File: src/rtl/reset_sequencer_if.sv
// Sequencer-side signal bundle: soft-reset request in, reset lines and status out.
// Latency: n/a (wires only).
// Backpressure: none; all outputs are level/pulse signals with no handshake.
interface reset_sequencer_if;
    logic        Soft_Reset;
    logic        Clk_Reset;
    logic        PC_Reset;
    logic        Clk_En;
    logic        Ready;
    logic [1:0]  State;
    logic [31:0] Run_Cycles;

    // The sequencer drives the reset lines and status, and samples the soft request
    modport master (
        input  Soft_Reset,
        output Clk_Reset,
        output PC_Reset,
        output Clk_En,
        output Ready,
        output State,
        output Run_Cycles
    );

    // The consumer (CPU top / bench) requests soft resets and observes everything else
    modport slave (
        output Soft_Reset,
        input  Clk_Reset,
        input  PC_Reset,
        input  Clk_En,
        input  Ready,
        input  State,
        input  Run_Cycles
    );
endinterface

File: src/rtl/reset_sequencer.sv
// Power-on/soft reset sequencer: releases Clk_Reset, then PC_Reset, and emits a divided Clk_En.
// Latency: all outputs are registered; they reflect the state entered on the previous Clk edge.
// Backpressure: none; Soft_Reset is only honoured in S_RUN, Reset overrides everything.
// Optional build macro RESET_SEQ_CYCLE_COUNTER_EN enables the Run_Cycles counter (else tied to 0).
module reset_sequencer #(
    parameter int HOLD_CYCLES = 4,
    parameter int DIV         = 2,
    parameter int PC_DELAY    = 1,
    parameter int SOFT_CYCLES = 2
) (
    input  logic               Clk,
    input  logic               Reset,
    reset_sequencer_if.master  bus
);

    // Phase counter must hold values up to the largest terminal count
    localparam int CNT_MAX_A = (HOLD_CYCLES > PC_DELAY) ? HOLD_CYCLES : PC_DELAY;
    localparam int CNT_MAX   = (CNT_MAX_A > SOFT_CYCLES) ? CNT_MAX_A : SOFT_CYCLES;
    localparam int CNT_W     = $clog2(CNT_MAX + 1);
    // DIV=1 still needs a one-bit divider register to keep the logic uniform
    localparam int DIV_W     = (DIV > 1) ? $clog2(DIV) : 1;

    localparam logic [CNT_W-1:0] HOLD_LAST = CNT_W'(HOLD_CYCLES - 1);
    localparam logic [CNT_W-1:0] PC_LAST   = CNT_W'(PC_DELAY - 1);
    localparam logic [CNT_W-1:0] SOFT_LAST = CNT_W'(SOFT_CYCLES - 1);
    localparam logic [DIV_W-1:0] DIV_LAST  = DIV_W'(DIV - 1);

    typedef enum logic [1:0] {
        S_HOLD  = 2'b00,
        S_CLKUP = 2'b01,
        S_RUN   = 2'b10,
        S_SOFT  = 2'b11
    } state_t;

    state_t           state;
    state_t           nxt_state;
    logic [CNT_W-1:0] cnt;
    logic [CNT_W-1:0] nxt_cnt;
    logic [DIV_W-1:0] div_cnt;
    logic [DIV_W-1:0] nxt_div;

    logic             clk_reset_q;
    logic             pc_reset_q;
    logic             clk_en_q;
    logic             ready_q;
    logic [1:0]       state_q;

    // Next-state, phase-counter and divider logic; Reset is applied last so it wins
    always_comb begin
        nxt_state = state;
        nxt_cnt   = cnt;
        nxt_div   = '0;

        // Divider is parked at 0 while the clock divider itself is held in reset
        if (state != S_HOLD) begin
            nxt_div = (div_cnt == DIV_LAST) ? '0 : div_cnt + DIV_W'(1);
        end

        case (state)
            S_HOLD: begin
                if (cnt == HOLD_LAST) begin
                    nxt_state = S_CLKUP;
                    nxt_cnt   = '0;
                end else begin
                    nxt_cnt   = cnt + CNT_W'(1);
                end
            end
            S_CLKUP: begin
                if (clk_en_q) begin
                    if (cnt == PC_LAST) begin
                        nxt_state = S_RUN;
                        nxt_cnt   = '0;
                    end else begin
                        nxt_cnt   = cnt + CNT_W'(1);
                    end
                end
            end
            S_RUN: begin
                if (bus.Soft_Reset) begin
                    nxt_state = S_SOFT;
                    nxt_cnt   = '0;
                end
            end
            S_SOFT: begin
                if (clk_en_q) begin
                    if (cnt == SOFT_LAST) begin
                        nxt_state = S_RUN;
                        nxt_cnt   = '0;
                    end else begin
                        nxt_cnt   = cnt + CNT_W'(1);
                    end
                end
            end
            default: begin
                nxt_state = S_HOLD;
                nxt_cnt   = '0;
            end
        endcase

        if (Reset) begin
            nxt_state = S_HOLD;
            nxt_cnt   = '0;
            nxt_div   = '0;
        end
    end

    // Sequencer FSM: state, counters and every output registered from the next-state values
    always_ff @(posedge Clk) begin
        state       <= nxt_state;
        cnt         <= nxt_cnt;
        div_cnt     <= nxt_div;
        clk_reset_q <= (nxt_state == S_HOLD);
        pc_reset_q  <= (nxt_state != S_RUN);
        ready_q     <= (nxt_state == S_RUN);
        clk_en_q    <= (nxt_state != S_HOLD) && (nxt_div == DIV_LAST);
        state_q     <= nxt_state;
    end

    assign bus.Clk_Reset = clk_reset_q;
    assign bus.PC_Reset  = pc_reset_q;
    assign bus.Clk_En    = clk_en_q;
    assign bus.Ready     = ready_q;
    assign bus.State     = state_q;

`ifdef RESET_SEQ_CYCLE_COUNTER_EN
    logic [31:0] run_cycles_q;
    logic        run_clr;
    logic        run_inc;

    // Entering S_SOFT restarts the run-time count; Reset clears it too
    assign run_clr = Reset || ((state == S_RUN) && (nxt_state == S_SOFT));
    assign run_inc = (state == S_RUN) && clk_en_q;

    // Count Clk_En pulses spent in S_RUN; natural 32-bit wrap
    always_ff @(posedge Clk) begin
        if (run_clr) begin
            run_cycles_q <= '0;
        end else if (run_inc) begin
            run_cycles_q <= run_cycles_q + 32'd1;
        end
    end

    assign bus.Run_Cycles = run_cycles_q;
`else
    assign bus.Run_Cycles = 32'h0;
`endif

endmodule

File: src/flat_wrapper.sv
// flat-port wrapper written by rule: the top's interface ports become plain ports
module reset_sequencer_flat 
#(
    parameter int HOLD_CYCLES = 4,
    parameter int DIV         = 2,
    parameter int PC_DELAY    = 1,
    parameter int SOFT_CYCLES = 2
)
  (Clk, Reset, bus_Soft_Reset, bus_Clk_Reset, bus_PC_Reset, bus_Clk_En, bus_Ready, bus_State, bus_Run_Cycles);
  reset_sequencer_if bus_i ();
  input  logic Clk;
  input  logic Reset;
  input wire logic [$bits(bus_i.Soft_Reset)-1:0] bus_Soft_Reset;
  output wire logic [$bits(bus_i.Clk_Reset)-1:0] bus_Clk_Reset;
  output wire logic [$bits(bus_i.PC_Reset)-1:0] bus_PC_Reset;
  output wire logic [$bits(bus_i.Clk_En)-1:0] bus_Clk_En;
  output wire logic [$bits(bus_i.Ready)-1:0] bus_Ready;
  output wire logic [$bits(bus_i.State)-1:0] bus_State;
  output wire logic [$bits(bus_i.Run_Cycles)-1:0] bus_Run_Cycles;
  assign bus_i.Soft_Reset = bus_Soft_Reset;
  assign bus_Clk_Reset = bus_i.Clk_Reset;
  assign bus_PC_Reset = bus_i.PC_Reset;
  assign bus_Clk_En = bus_i.Clk_En;
  assign bus_Ready = bus_i.Ready;
  assign bus_State = bus_i.State;
  assign bus_Run_Cycles = bus_i.Run_Cycles;
  reset_sequencer #(.HOLD_CYCLES(HOLD_CYCLES), .DIV(DIV), .PC_DELAY(PC_DELAY), .SOFT_CYCLES(SOFT_CYCLES)) u_core (.Clk(Clk), .Reset(Reset), .bus(bus_i));
endmodule
File: config.mk
export PLATFORM = sky130hd
export DESIGN_NAME = reset_sequencer_flat
export DESIGN_NICKNAME = d
export VERILOG_FILES = /design/src/rtl/reset_sequencer_if.sv /design/src/rtl/reset_sequencer.sv /design/src/flat_wrapper.sv
export SDC_FILE = /design/constraint.sdc
export NUM_CORES = 1
export LEC_CHECK = 0
export BUFFER_PORTS_ARGS = -buffer_cell sky130_fd_sc_hd__buf_2
export CAP_MARGIN = 20
export CORE_MARGIN = 8
export CORE_UTILIZATION = 40
export CTS_CLUSTER_DIAMETER = 120
export DETAILED_ROUTE_END_ITERATION = 8
export MAX_ROUTING_LAYER = met4
export PLACE_DENSITY = 0.73
export SETUP_SLACK_MARGIN = 0.4
export SLEW_MARGIN = 5
export SYNTH_ARGS = -nofsm -noshare
export SYNTH_HDL_FRONTEND = slang
export SYNTH_SLANG_ARGS = --single-unit
File: constraint.sdc
create_clock -name Clk -period 1.6 [get_ports Clk]
set_input_delay 0.48 -clock Clk [delete_from_list [all_inputs] [get_ports Clk]]
set_output_delay 0.48 -clock Clk [all_outputs]
set_load 0.05 [all_outputs]
## Yosys cells after proc, flatten, opt, wreduce, memory -nomap -nowiden

Index checks and enable logic that the tools add are counted.
Widths: inputs -> output; s select.

| word-level totals | value |
|---|---|
| register bits | 10 |

| operators by class | value |
|---|---|
| $add $sub $neg | 2 |
| equality and inequality tests | 10 |
| mux-type cells | 18 |
| reduce and logical (&&, ||, !) cells | 7 |

Operator list:

| kind | count |
|---|---|
| $mux 3 | 6 |
| $mux 2 | 7 |
| $pmux 3 s4 | 1 |
| $pmux 2 s4 | 1 |
| $eq 2x2->1 const B | 3 |
| $logic_not 2->1 | 2 |
| $ne 2x1->1 const B | 2 |
| $ne 2x2->1 const B | 2 |
| $reduce_bool 2->1 | 2 |
| $add 3x1->3 const B | 1 |
| $eq 3x1->1 const B | 1 |
| $eq 3x2->1 const B | 1 |
| $logic_not 3->1 | 1 |
| $mux 1 | 3 |
| $reduce_and 3->1 | 1 |
| $eq 2x1->1 const B | 1 |
| $add 1x1->1 const B | 1 |
| $logic_and 1x1->1 | 1 |

## Longest topological paths before layout

Gate-level depths: netlist of run 1.

| logic depth | value |
|---|---|
| word-level depth | 7 |
| mapped depth | 6 |

## Worst setup path after synthesis of run 1

OpenSTA, ideal clock, no wires.

| timing path | value |
|---|---|
| path type | reg-to-reg |
| start | register u_core.state[1] |
| end | register u_core.cnt[2] |
| data arrival time | 1.467 ns |
| required time | 1.467 ns |
| slack | 0.000 ns |
| stages on the path, launching flop included | 5 |
| path buffers | 1 |
| path through | dfxtp_1 > buf_4 > or3b_1 > a21oi_1 > a311oi_2 |

| between the ends | value |
|---|---|
| word-level cells in the longest chain between the ends | 3 |

RTL lines:

| what | line | text |
|---|---|---|
| start, declared | reset_sequencer.sv:35 | `state_t state;` |
| start signal, assigned | reset_sequencer.sv:109 | `state <= nxt_state;` |
| $eq 2x2->1 / $eq 2x1->1 (equally long branches) | reset_sequencer.sv:59 | `case (state)` |
| $ne 2x1->1 (no source line) / $ne 2x2->1 (equally long branches) | - |  |
| $reduce_and 3->1 (no source line) | - |  |
| end signal, assigned | reset_sequencer.sv:110 | `cnt <= nxt_cnt;` |
| end, declared | reset_sequencer.sv:37 | `logic [CNT_W-1:0] cnt;` |

Several ways; a longest one is shown, not always the timed one.
A chain may end at the register's enable or synchronous reset.

## Worst setup path after layout of run 1

| timing path | value |
|---|---|
| start | register u_core.cnt[1] |
| end | register u_core.cnt[2] |

| between the ends | value |
|---|---|
| word-level cells in the longest chain between the ends | 4 |

RTL lines:

| what | line |
|---|---|
| $add 3x1->3, or another cell as far along | reset_sequencer.sv:65, reset_sequencer.sv:74, reset_sequencer.sv:90 |
| $mux 3, on equally long branches | reset_sequencer.sv:86, reset_sequencer.sv:70 |
| $mux 3, on equally long branches | reset_sequencer.sv:85, reset_sequencer.sv:69 |
| $pmux 3 s4 * | reset_sequencer.sv:59 |

Mark *: on every way between the ends. The rest lies on a longest branch, timed or not. The select of a mux whose other input is x is not followed.

==> run summary, run 1 <==
The run finished with clean final reports. The run gives 1.78 ns as the data required time at the worst endpoint. The maximum ir drop on the vdd rail was 0.503 mV; the number of I/O port buffers was 8. The worst setup path is of the reg -> reg kind.

The first global-routing pass estimated 2.49 mm of wire. In the final routed layout, each cell accounts on average for 12.7 um. At the placement stage, the worst setup path has a slack of 0.217 ns. The final worst setup slack is 0.194 ns. The count of buffer and inverter cells on the critical path is 1, and the area of the mapped netlist is 797 um^2.

For this design the static power due to leakage is 0.384 nW. Walking the worst path, the cells encountered are inv_2 > ha_2 > mux2_4 > a211o_1 > a311oi_2. In this run the power density over the cells is 1240 nW/um^2. The clock edge transition at the registers on the reported setup and hold paths was 0.07 ns; the estimated wirelength of the detail-placed design was 1.21 mm. The most used flip-flop cell after synthesis is sky130_fd_sc_hd__dfxtp_1. The count of nets left with antenna violations once routing finished came out at 0. For this run, design rule violations remaining after detail routing come to 0. Power comes to 1.12 mW.

Of the cells placed in the final design, the portion with a size suffix greater than 1 is 36.9%. The routability congestion estimate from global placement was 0.829; the horizontal extent of the die was 60.6 um. Max-cap violations in this run came to 0. Of the post-synthesis cell area, the dominant cell type holds 31.1%. The clock reaches the later pin of the worst-skew pair after 0.27 ns.

After synthesis, the most frequently instantiated cells are sky130_fd_sc_hd__buf_4 (33), sky130_fd_sc_hd__dfxtp_1 (10), sky130_fd_sc_hd__inv_1 (6), sky130_fd_sc_hd__ha_1 (5), sky130_fd_sc_hd__nor2b_1 (4). In the synthesized netlist, the number of instances is 91. The tools report the destination of the worst hold path as u_core.div_cnt$_DFF_P_. The maximum level of the CTS H-tree came out at 1. Element type at the critical path end: a flip-flop. Counting flops with a built-in enable in the synthesized netlist gives 0. For the number of failing hold endpoints at the final stage, the log shows 0. The pin count of the biggest net entering global routing was 14; the maximum buffer depth of the clock tree was 2.

The kind of start point of the critical path is a flip-flop. For this design, the sink count on the clock tree is 10. Post-route clock skew: 0.00105 ns. The worst register-to-register path ends at u_core.cnt[2]$_SDFFE_PP0P_. The region available for standard cell placement spans 1920 um^2. The number of hold buffers added after cts is 0, and the row count is 16. In the post-synthesis netlist, the cell with the most instances is sky130_fd_sc_hd__buf_4.

The path class of the tightest hold or removal check is reg -> reg. Yosys printed 0 warnings. Summed over all instances, the cell type with the most area after synthesis is sky130_fd_sc_hd__buf_4. In this run the most critical hold path is launched from u_core.div_cnt$_DFF_P_. The via count of the first global-routing pass is 559. The setup slack of the most critical reg-to-reg path came out at 0.19 ns. The largest fanout on the critical path is 3, and the worst stage delay on the critical path is 0.34 ns. Post-route cell area: 907 um^2.

Cell with the largest stage delay on the worst path: sky130_fd_sc_hd__dfxtp_2. The sequential fraction of the synthesis area came out at 25.1%. Summed over all layers, the routed wires come to 1.65 mm. The die covers 3680 um^2. In this run the count of I/O pins placed on the die edge is 41. The cell area after placement was 762 um^2; the sum of negative setup slack was 0 ns.

The tools report the startpoint of the most critical register-to-register path as u_core.cnt[1]$_SDFFE_PP0P_. Sorting the synthesized cells by area gives the leading types as sky130_fd_sc_hd__buf_4 (31%), sky130_fd_sc_hd__dfxtp_1 (25%), sky130_fd_sc_hd__ha_1 (7.8%). Setup violations remaining at the end of the flow were counted as 0. The chip height is 60.6 um. The routed via count divided by cell count is 4.22, and the shortest clock period the worst path allows after layout is 1.41 ns. The max-slew violation count is 0, and the async set-reset flop share out of synthesis is 0%. The run gives 1.58 ns as the arrival time of the worst setup path. The pre-antenna-repair detailed-routing pass consisted of 2 iterations. The final layout contains 112 nets. For this configuration, the core starts out at a cell density of 41.5%. The master cell of the clock root buffer is sky130_fd_sc_hd__clkbuf_4.

For the worst hold slack, the log shows 0.420 ns. TritonCTS built the clock tree. Number of buffers inserted during clock tree synthesis: 3.

The count of routing violations after the opening detailed-route iteration was 8; the length in cells of the worst reg-to-reg path was 5. The routed layout has 549 vias. The number of antenna diodes in the final layout is 0.

Area added between synthesis and finish: 13.8%. The initial antenna violation count was 0; the mean cell area of the mapped netlist was 8.76 um^2. Setup repair after global routing could not meet its margin everywhere. The peak clock frequency supported by timing was 0.711 GHz; the post-route fraction of the period consumed by the critical path was 87.9%.

The sum of overflow across all layers after global routing is 0, and the number of stages on the worst hold path is 1. The kind of cell adding the most delay to the critical path was compound AO/OA/AOI/OAI gates. Register bit count reported by yosys: 10.

The number of different library cells used by synthesis comes to 31. Across every metal layer, demand over resource in global routing totals 9.66%.
report_power, final:
part           switching, mW  internal [mW]
clock network         0.0908         0.0903
logic                  0.376          0.216
registers             0.0488          0.303
repair_timing:
action | CTS | global route
resized for setup | 26 | 3
endpoints found under the setup margin | 10 | 13
cloned | 0 | 0
setup buffers | 4 | 0
pin swaps | 3 | 2
layer usage:
| metal | GRT usage (%) | routed length [um] | vias up | part of all wire, % |
|---|---|---|---|---|
| li1 | - | - | 267 | - |
| met1 | 8.77 | 631 | 250 | 38 |
| met2 | 15.7 | 817 | 26 | 50 |
| met3 | 3.18 | 131 | 6 | 8.0 |
| met4 | 8.97 | 65 | 0 | 3.9 |
| met5 | - | 0 | - | 0 |
how the worst max path moves through the flow:
| stage | slack (ns) | start | depth (start not counted) | end |
|---|---|---|---|---|
| final | 0.19 | u_core.cnt[1]$_SDFFE_PP0P_ | 5 | u_core.cnt[2]$_SDFFE_PP0P_ |
| after global routing | 0.13 | u_core.cnt[1]$_SDFFE_PP0P_ | 5 | u_core.cnt[2]$_SDFFE_PP0P_ |
| after CTS | 0.19 | u_core.cnt[1]$_SDFFE_PP0P_ | 5 | u_core.cnt[2]$_SDFFE_PP0P_ |
| after detailed placement | 0.22 | u_core.cnt[0]$_SDFFE_PP0P_ | 5 | u_core.cnt[2]$_SDFFE_PP0P_ |
| after global placement | 0.24 | u_core.cnt[2]$_SDFFE_PP0P_ | 4 | u_core.cnt[2]$_SDFFE_PP0P_ |
| after floorplan | 0.29 | u_core.cnt[0]$_SDFFE_PP0P_ | 5 | u_core.cnt[2]$_SDFFE_PP0P_ |
registers in the layout, summed over array words and instances (netlist names):
signal,count
u_core.cnt,3
u_core.state,2
u_core.bus.Clk_En,1
u_core.bus.Clk_Reset,1
u_core.bus.PC_Reset,1
u_core.bus.Ready,1
u_core.div_cnt,1
cell usage in the layout, fill, tap and decap left out, types with 2 or more instances in the layout:
| cell type | netlist | final |
|---|---|---|
| sky130_fd_sc_hd__conb_1 | 1 | 32 |
| sky130_fd_sc_hd__buf_8 | 0 | 5 |
| sky130_fd_sc_hd__dfxtp_2 | 0 | 5 |
| sky130_fd_sc_hd__inv_1 | 6 | 4 |
| sky130_fd_sc_hd__dfxtp_4 | 0 | 4 |
| sky130_fd_sc_hd__nor2b_1 | 4 | 3 |
| sky130_fd_sc_hd__nand2b_1 | 3 | 3 |
| sky130_fd_sc_hd__ha_2 | 0 | 3 |
| sky130_fd_sc_hd__clkbuf_4 | 0 | 3 |
| sky130_fd_sc_hd__buf_4 | 33 | 3 |
| sky130_fd_sc_hd__inv_2 | 0 | 2 |
| sky130_fd_sc_hd__nand2_1 | 2 | 2 |
| sky130_fd_sc_hd__o22ai_1 | 2 | 2 |
| sky130_fd_sc_hd__nand4b_1 | 2 | 2 |
| sky130_fd_sc_hd__a211oi_1 | 2 | 2 |
| sky130_fd_sc_hd__buf_2 | 1 | 2 |
| sky130_fd_sc_hd__buf_6 | 0 | 2 |
kinds of logic (layout without fill, tap and decap cells):
group / Yosys count / count (layout) / synth area share (%)
compound gates: 14 / 14 / 13.7
other cells: 1 / 32 / 0.471
mux: 1 / 1 / 1.88
flops: 10 / 10 / 25.1
fa+ha+maj: 5 / 5 / 7.85
simple gates: 19 / 19 / 16.0
buf+inv: 41 / 22 / 35.0
through the flow:
stage / utilization [%] / std cells
global placement: 39.6 / 122
detailed placement: 39.6 / 122
global route: 47.2 / 130
CTS: 46.5 / 130
finish: 47.2 / 130
floorplan: - / 122
final cells by class:
type,count,area [um^2]
tap,27,33.8
clock inverter,1,3.75
multi-input combinational,71,473
fill,191,1010
sequential,10,221
timing repair buffer,12,130
inverter,6,22.5
clock buffer,3,22.5
Note: power is estimated with default switching activity, not from simulation.
==> run 2, diff against run 1 <==
CELL_PAD_IN_SITES_DETAIL_PLACEMENT = 1   (was unset)
CELL_PAD_IN_SITES_GLOBAL_PLACEMENT = 1   (was unset)
CORE_UTILIZATION = 28   (was 40)
PLACE_DENSITY = 0.72   (was 0.73)
SLEW_MARGIN = unset   (was 5)
==> run 2 against run 1 <==
Against the previous run:
- die area grew 31%
- combinational power grew 3.7%
- clock power about the same
- worst setup slack improved by 0.028 ns
- non-clock buffer count is 1 higher
- sequential cell count stayed put
- fmax grew 2.0%
- sequential share of layout area is 0.56 points lower
- total power rose by 2.0%
- worst hold slack got worse by 0.0029 ns
- design area grew 2.3%
- critical path depth stayed put
- critical endpoint unchanged
==> run summary, run 2 (same netlist as run 1, synthesis figures left out) <==
The run finished with clean final reports. The final layout contains routed wiring with a total length of 1.77 mm. The post-route clock skew was 0.000727 ns. The kind of critical path is reg -> reg. STA classifies the critical path startpoint as a flip-flop. The worst hold path terminates at u_core.bus.Clk_En$_DFF_P_.

The signal on the critical path passes through inv_2 > ha_4 > mux2_4 > a211o_1 > a311oi_2. Clock-pin slew was measured on the worst setup and hold paths at 0.07 ns. In this run the count of I/O pins placed on the die edge is 41. The register with the most flip-flops in the layout has 3 of them. At the worst endpoint, the required time is 1.78 ns. The core region is 2730 um^2. Global routing used 7.39% of the available tracks. The maximum ir drop on the vdd rail was 0.618 mV. The worst register-to-register path has a depth of 5. For the final routed database, the setup TNS stands at 0 ns.

The tools report the number of failing hold endpoints at the final stage as 0. The static leakage power is 0.392 nW. The initial standard-cell utilization of the core is 29.2%. For the count of vias placed by the detailed router, the log shows 554. The count of routing violations after the opening detailed-route iteration was 29.

Measured along the y axis, the die boundary spans 69.4 um. The run gives 1.35 mm as the estimated wirelength of the detail-placed design. Initial antenna violation count: 0. Startpoint of the most critical register-to-register path: u_core.cnt[0]$_SDFFE_PP0P_. Setup repair after global routing could not meet its margin everywhere.

The worst stage delay on the critical path came out at 0.37 ns. In the post-route analysis, the smallest setup slack over all paths is 0.222 ns. The logs give 2.93 mm for the first-pass GRT wire length and 10 for the TritonCTS sink count. After detailed placement, the total cell area comes to 767 um^2. The number of placed instances, taps included, is 126.

The via count of the first global-routing pass came out at 613. For this run the aggregate overflow at the end of global routing stands at 0. After detailed routing, the number of remaining DRC violations is 0. The power per cell area was 1230 nW/um^2; the share of layout cells above drive strength 1 was 37.5%. u_core.cnt holds more flip-flops than any other register. Hold repair after CTS inserted 0 buffers. The shortest clock period the worst path allows after layout works out to 1.38 ns. The count of buffers added on input and output ports is 8. Based on the critical path, the design can be clocked at up to 0.726 GHz. The most frequent standard cell in the layout excluding fill and tap cells is sky130_fd_sc_hd__conb_1. The post-route fraction of the period consumed by the critical path was 86.1%.

The floorplan die area is 4810 um^2. The tree is rooted in a sky130_fd_sc_hd__clkbuf_4. The worst register-to-register path ends at u_core.cnt[2]$_SDFFE_PP0P_. Source of the worst hold timing path: u_core.div_cnt$_DFF_P_.

Routability congestion estimate from global placement: 0.863. Once layout is complete, the utilization of the core stands at 34.0%. The setup check on the worst reg-to-reg path leaves a slack of 0.22 ns.

The run gives 325 as the number of fill cells in the layout. The routing usage on met3 was 4.58%; the setup-violating endpoint count in the final report was 0. The path class of the tightest hold or removal check is reg -> reg.

The finished cells cover 928 um^2. The area growth from synthesis to layout is 16.5%. Buffers inserted during clock tree synthesis total 3. The clock reaches the later pin of the worst-skew pair after 0.27 ns. The die is 69.4 um wide. The largest registers in the layout are u_core.cnt: 3 flops, u_core.state: 2 flops.

Data on the critical path arrives at its endpoint at 1.56 ns. STA classifies the critical path endpoint as a flip-flop. Dividing the detail-routed via count by the number of cells gives 4.10. 0 antenna diodes ended up in the layout. Once layout is complete, the cells apart from fillers number 135. The max-slew violation count is 0, and the row count is 19. Across the run, the number of max-cap violations was 0.

For this run, the detailed router's first-pass iteration total came to 3. met2 is the most crowded layer. The largest fanout on the critical path was 5. Global routing consumed, on the met1 layer, 7.57% of the routing resources. The top cell types in the final layout, fill and taps aside, are sky130_fd_sc_hd__conb_1 (32), sky130_fd_sc_hd__buf_8 (5), sky130_fd_sc_hd__dfxtp_2 (5). Entering global routing, the biggest net connects 14 pins. In this run the deepest clock path goes through 2 buffers. TritonCTS built the clock tree. For the count of nets left with antenna violations after detail routing, the log shows 0.

The global routing usage on met2 is 11.6%. The number of stages on the worst hold path was 1. The post-detailed-route wirelength per cell is 13.1 um, and the layout net count is 113. For this design, the slowest cell found on the critical path is sky130_fd_sc_hd__dfxtp_4. At the placement stage, the worst setup path has a slack of 0.201 ns.

The maximum level of the CTS H-tree came out at 1.
## run 2: how the worst max path moves through the flow
stage                     slack (ns)                        from                         end  depth (start not counted)
after floorplan                 0.29  u_core.cnt[0]$_SDFFE_PP0P_  u_core.cnt[2]$_SDFFE_PP0P_                          5
after global placement          0.24  u_core.cnt[0]$_SDFFE_PP0P_  u_core.cnt[2]$_SDFFE_PP0P_                          5
after detailed placement        0.20  u_core.cnt[0]$_SDFFE_PP0P_  u_core.cnt[2]$_SDFFE_PP0P_                          5
after CTS                       0.21  u_core.cnt[1]$_SDFFE_PP0P_  u_core.cnt[2]$_SDFFE_PP0P_                          5
after global routing            0.18  u_core.cnt[1]$_SDFFE_PP0P_  u_core.cnt[2]$_SDFFE_PP0P_                          5
final                           0.22  u_core.cnt[0]$_SDFFE_PP0P_  u_core.cnt[2]$_SDFFE_PP0P_                          5
## run 2: what timing repair did
action / CTS / global route
pin swaps: 1 / 2
setup buffers: 4 / 1
setup endpoints to repair: 10 / 13
gates resized for setup: 24 / 5
## run 2: report_power, final
| part | switching, mW | internal, mW |
|---|---|---|
| sequential | 0.0467 | 0.303 |
| combinational | 0.385 | 0.227 |
| clock | 0.0940 | 0.0902 |
## run 2: layer usage
layer	vias to the layer above	wire, um
met5	-	0
met4	0	10
met3	2	171
met2	27	847
met1	258	744
li1	267	-
## run 2: worst max-delay path, delay by kind of cell (launching register included)
family	cells	cell delay, ns
DFF	1	0.37
AOI/OAI and AO/OA	2	0.46
buffers and inverters	1	0.04
adders and majority gates	1	0.15
muxes	1	0.26
## run 2: final cells by class
| class | instances | area (um^2) | share of cell area [%] |
|---|---|---|---|
| Clock inverter | 1 | 3.75 | 0.404 |
| Tap cell | 31 | 38.8 | 4.18 |
| Clock buffer | 3 | 22.5 | 2.43 |
| Sequential cell | 10 | 221 | 23.9 |
| Timing Repair Buffer | 13 | 138 | 14.8 |
| Multi-Input combinational cell | 71 | 482 | 51.9 |
| Inverter | 6 | 22.5 | 2.43 |
## run 2: stage by stage
| step | power [mW] | hold WS [ns] |
|---|---|---|
| after global routing | 1.22 | 0.443 |
| after floorplan | 0.846 | 0.387 |
| after detailed placement | 0.864 | 0.405 |
| after global placement | 0.854 | 0.393 |
| final | 1.15 | 0.418 |
| after CTS | 1.12 | 0.413 |
==> run 3, diff against run 2 <==
BUFFER_PORTS_ARGS = unset   (was -buffer_cell sky130_fd_sc_hd__buf_2)
CORE_UTILIZATION = 41   (was 28)
CTS_BUF_LIST = sky130_fd_sc_hd__clkbuf_8   (was unset)
DONT_BUFFER_PORTS = 1   (was unset)
PLACE_DENSITY = 0.74   (was 0.72)
TNS_END_PERCENT = 10   (was unset)
==> run 3 against run 2 <==
Against the previous run:
- core utilization up 8.1 points
- total power up 3.9%
- sequential power grew 7.7%
- combinational power down 19%
- clock-buffer cell count rose by 1
- global-route usage increased by 2.7 points
- wire length is 8.8% lower
- critical path type unchanged
- first-iteration DRC count decreased by 93%
- fmax is essentially flat
- critical path depth stayed put
==> run summary, run 3 (same netlist as run 1, synthesis figures left out) <==
The flow ran to the end, and the final reports show no timing, DRC or antenna violations. The analysis attributes to net switching a power of 0.506 mW. Registers are responsible for 31.6% of the overall power.

Kind of cell adding the most delay to the critical path: compound AO/OA/AOI/OAI gates. Input and output buffers added on the ports amount to 0. Leaving out fill and tap cells, the most frequent cell in the layout is sky130_fd_sc_hd__conb_1.

The register with the most flip-flops in the layout has 3 of them. The number of buffers inserted during clock tree synthesis was 3. TritonCTS built the clock tree.

Setup repair after global routing could not meet its margin everywhere. The final layout contains 103 nets. Of the total power, the share spent switching nets is 42.5%. Via count of the first global-routing pass: 558. For this design the top-level I/O count stands at 41. Leaving out fill and tap cells, the most frequent cells in the layout are sky130_fd_sc_hd__conb_1 (32), sky130_fd_sc_hd__dfxtp_1 (5), sky130_fd_sc_hd__inv_1 (4), sky130_fd_sc_hd__nor2b_1 (4), sky130_fd_sc_hd__clkbuf_8 (4).

Of the total power, combinational logic draws 41.7%. First-pass GRT wire length: 2.62 mm. On the critical path, the stage with the largest delay is an instance of sky130_fd_sc_hd__dfxtp_4.

The area added between synthesis and finish works out to 0.471%. The largest registers in the layout are u_core.cnt: 3 flops, u_core.state: 2 flops. The finished cells cover 801 um^2. The die is 60.1 um wide.

The tools report the count of vias placed by the detailed router as 529. For this run, the total global-route usage over all layers was measured as 10.1%. The number of failing hold endpoints at the final stage was 0; the initial standard-cell utilization of the core was 41.9%.

The clock edge transition at the registers on the reported setup and hold paths came out at 0.05 ns. Setup violations remaining at the end of the flow were counted as 0. Using the TritonRoute via totals, the vias-per-cell ratio works out to 4.37. For the sum of negative setup slack, the log shows 0 ns.

The tools report the static leakage power as 0.336 nW. At the end of routability-driven placement, the weighted congestion stood at 0.728. The worst stage delay on the critical path was 0.37 ns; the total wirelength of the detailed-routed design was 1.62 mm. The post-placement setup slack is 0.206 ns, and the clock network fraction of total power is 26.7%.

The number of design rule violations left after detail routing was 0. Count of buffer and inverter cells on the critical path: 1. The count of nets left with antenna violations once routing finished came out at 0. For the arrival time of the worst setup path, the log shows 1.53 ns. Internal power comes to 0.685 mW.

The power per cell area works out to 1490 nW/um^2. Dividing the final minimum period by the clock period gives 86.0%. The first routing iteration left 2 violations. Subtracting the final worst setup slack from the clock period gives 1.38 ns.

In this run the worst hold path is classified as in -> reg. In this run the worst path has a maximum fanout of 4. Detailed placement ended at an HPWL of 1.31 mm. Final worst setup slack: 0.223 ns. The kind of critical path is reg -> reg. The logs give 1 for the maximum level of the CTS H-tree and 1.76 ns for the data required time at the worst endpoint. The logs give 0 for the number of hold buffers added after cts and 0 for the max-slew violation count.

In the final routed layout, each cell accounts on average for 13.4 um. The placed instances occupy a cell area of 732 um^2. Static timing analysis puts the maximum clock frequency at 0.726 GHz.

0 antenna diodes ended up in the layout. In the final layout, the share of cells above drive strength 1 is 22.3%. The clock latency on the worst-skew pair was 0.24 ns; the chip height was 60.1 um.

CTS saw 10 sinks. The initial antenna violation count was 0; the row count was 16. The region available for standard cell placement spans 1900 um^2. The floorplan die area came out at 3610 um^2. The tools report the master cell of the clock root buffer as sky130_fd_sc_hd__clkbuf_8.

The run gives 2 as the maximum buffer depth of the clock tree. Entering global routing, the biggest net connects 14 pins. Global routing finished with a remaining overflow of 0. STA classifies the critical path startpoint as a flip-flop.

The element type at the critical path end was a flip-flop. On the final layout, the worst clock skew is 0.00570 ns. Across the run, the number of max-cap violations was 0. The run gives 0.301 ns as the worst hold slack. The final core area utilization was 42.1%; the maximum ir drop on the vdd rail was 0.851 mV. u_core.cnt holds more flip-flops than any other register.

Walking the worst path, the cells encountered are inv_2 > ha_4 > mux2_4 > a211o_1 > a311oi_2. The total iterations of the first detailed-routing run is 3.
==> run 3: changes by cell type in the layout (fill, tap and decap cells not counted), moves of 2 or more <==
cell and delta:
sky130_fd_sc_hd__buf_2 -2, sky130_fd_sc_hd__clkbuf_8 +4, sky130_fd_sc_hd__clkbuf_4 -3, sky130_fd_sc_hd__dfxtp_1 +4, sky130_fd_sc_hd__dfxtp_4 -2, sky130_fd_sc_hd__buf_8 -5, sky130_fd_sc_hd__buf_4 -2, sky130_fd_sc_hd__dfxtp_2 -2
==> run 3: per-layer routing <==
metal / track usage (%) / wire length (um)
met1: 9.45 / 639
met4: 5.10 / 23
met5: - / 0
met3: 3.66 / 84
met2: 17.7 / 870
==> run 3: metrics by stage <==
step,total power [mW],cells
final,1.19,121
after detailed placement,0.847,116
after global routing,1.27,121
after CTS,1.20,121
after global placement,0.830,116
after floorplan,0.834,122
==> run 3: cell type report <==
cell class	instances	area (um^2)
clock buffer	4	55.1
tap	27	33.8
multi-input combinational	71	452
timing repair buffer	3	26.3
fill	244	1100
sequential	10	211
inverter	6	22.5
==> run 3: worst paths after layout <==
| check | start | endpoint | slack [ns] | cells past startpoint |
|---|---|---|---|---|
| worst max-delay path | u_core.cnt[0]$_SDFFE_PP0P_ | u_core.cnt[2]$_SDFFE_PP0P_ | 0.22 | 5 |
| worst min-delay path | Reset | u_core.cnt[2]$_SDFFE_PP0P_ | 0.30 | 1 |
| worst max register to register | u_core.cnt[0]$_SDFFE_PP0P_ | u_core.cnt[2]$_SDFFE_PP0P_ | 0.22 | 5 |
| worst min register to register | u_core.div_cnt$_DFF_P_ | u_core.bus.Clk_En$_DFF_P_ | 0.41 | 1 |
==> run 3: power by group through the flow <==
stage,Sequential [mW],Combinational (mW),Clock (mW)
after floorplan,0.382,0.452,0
after global placement,0.374,0.456,0
after detailed placement,0.379,0.468,0
after CTS,0.377,0.495,0.326
after global routing,0.384,0.540,0.344
final,0.376,0.496,0.318
==> run 3: repair_timing <==
item | in CTS | in global routing
setup buffers | 1 | 0
pin swaps | 1 | 0
setup endpoints to repair | 11 | 13
resized for setup | 2 | 0
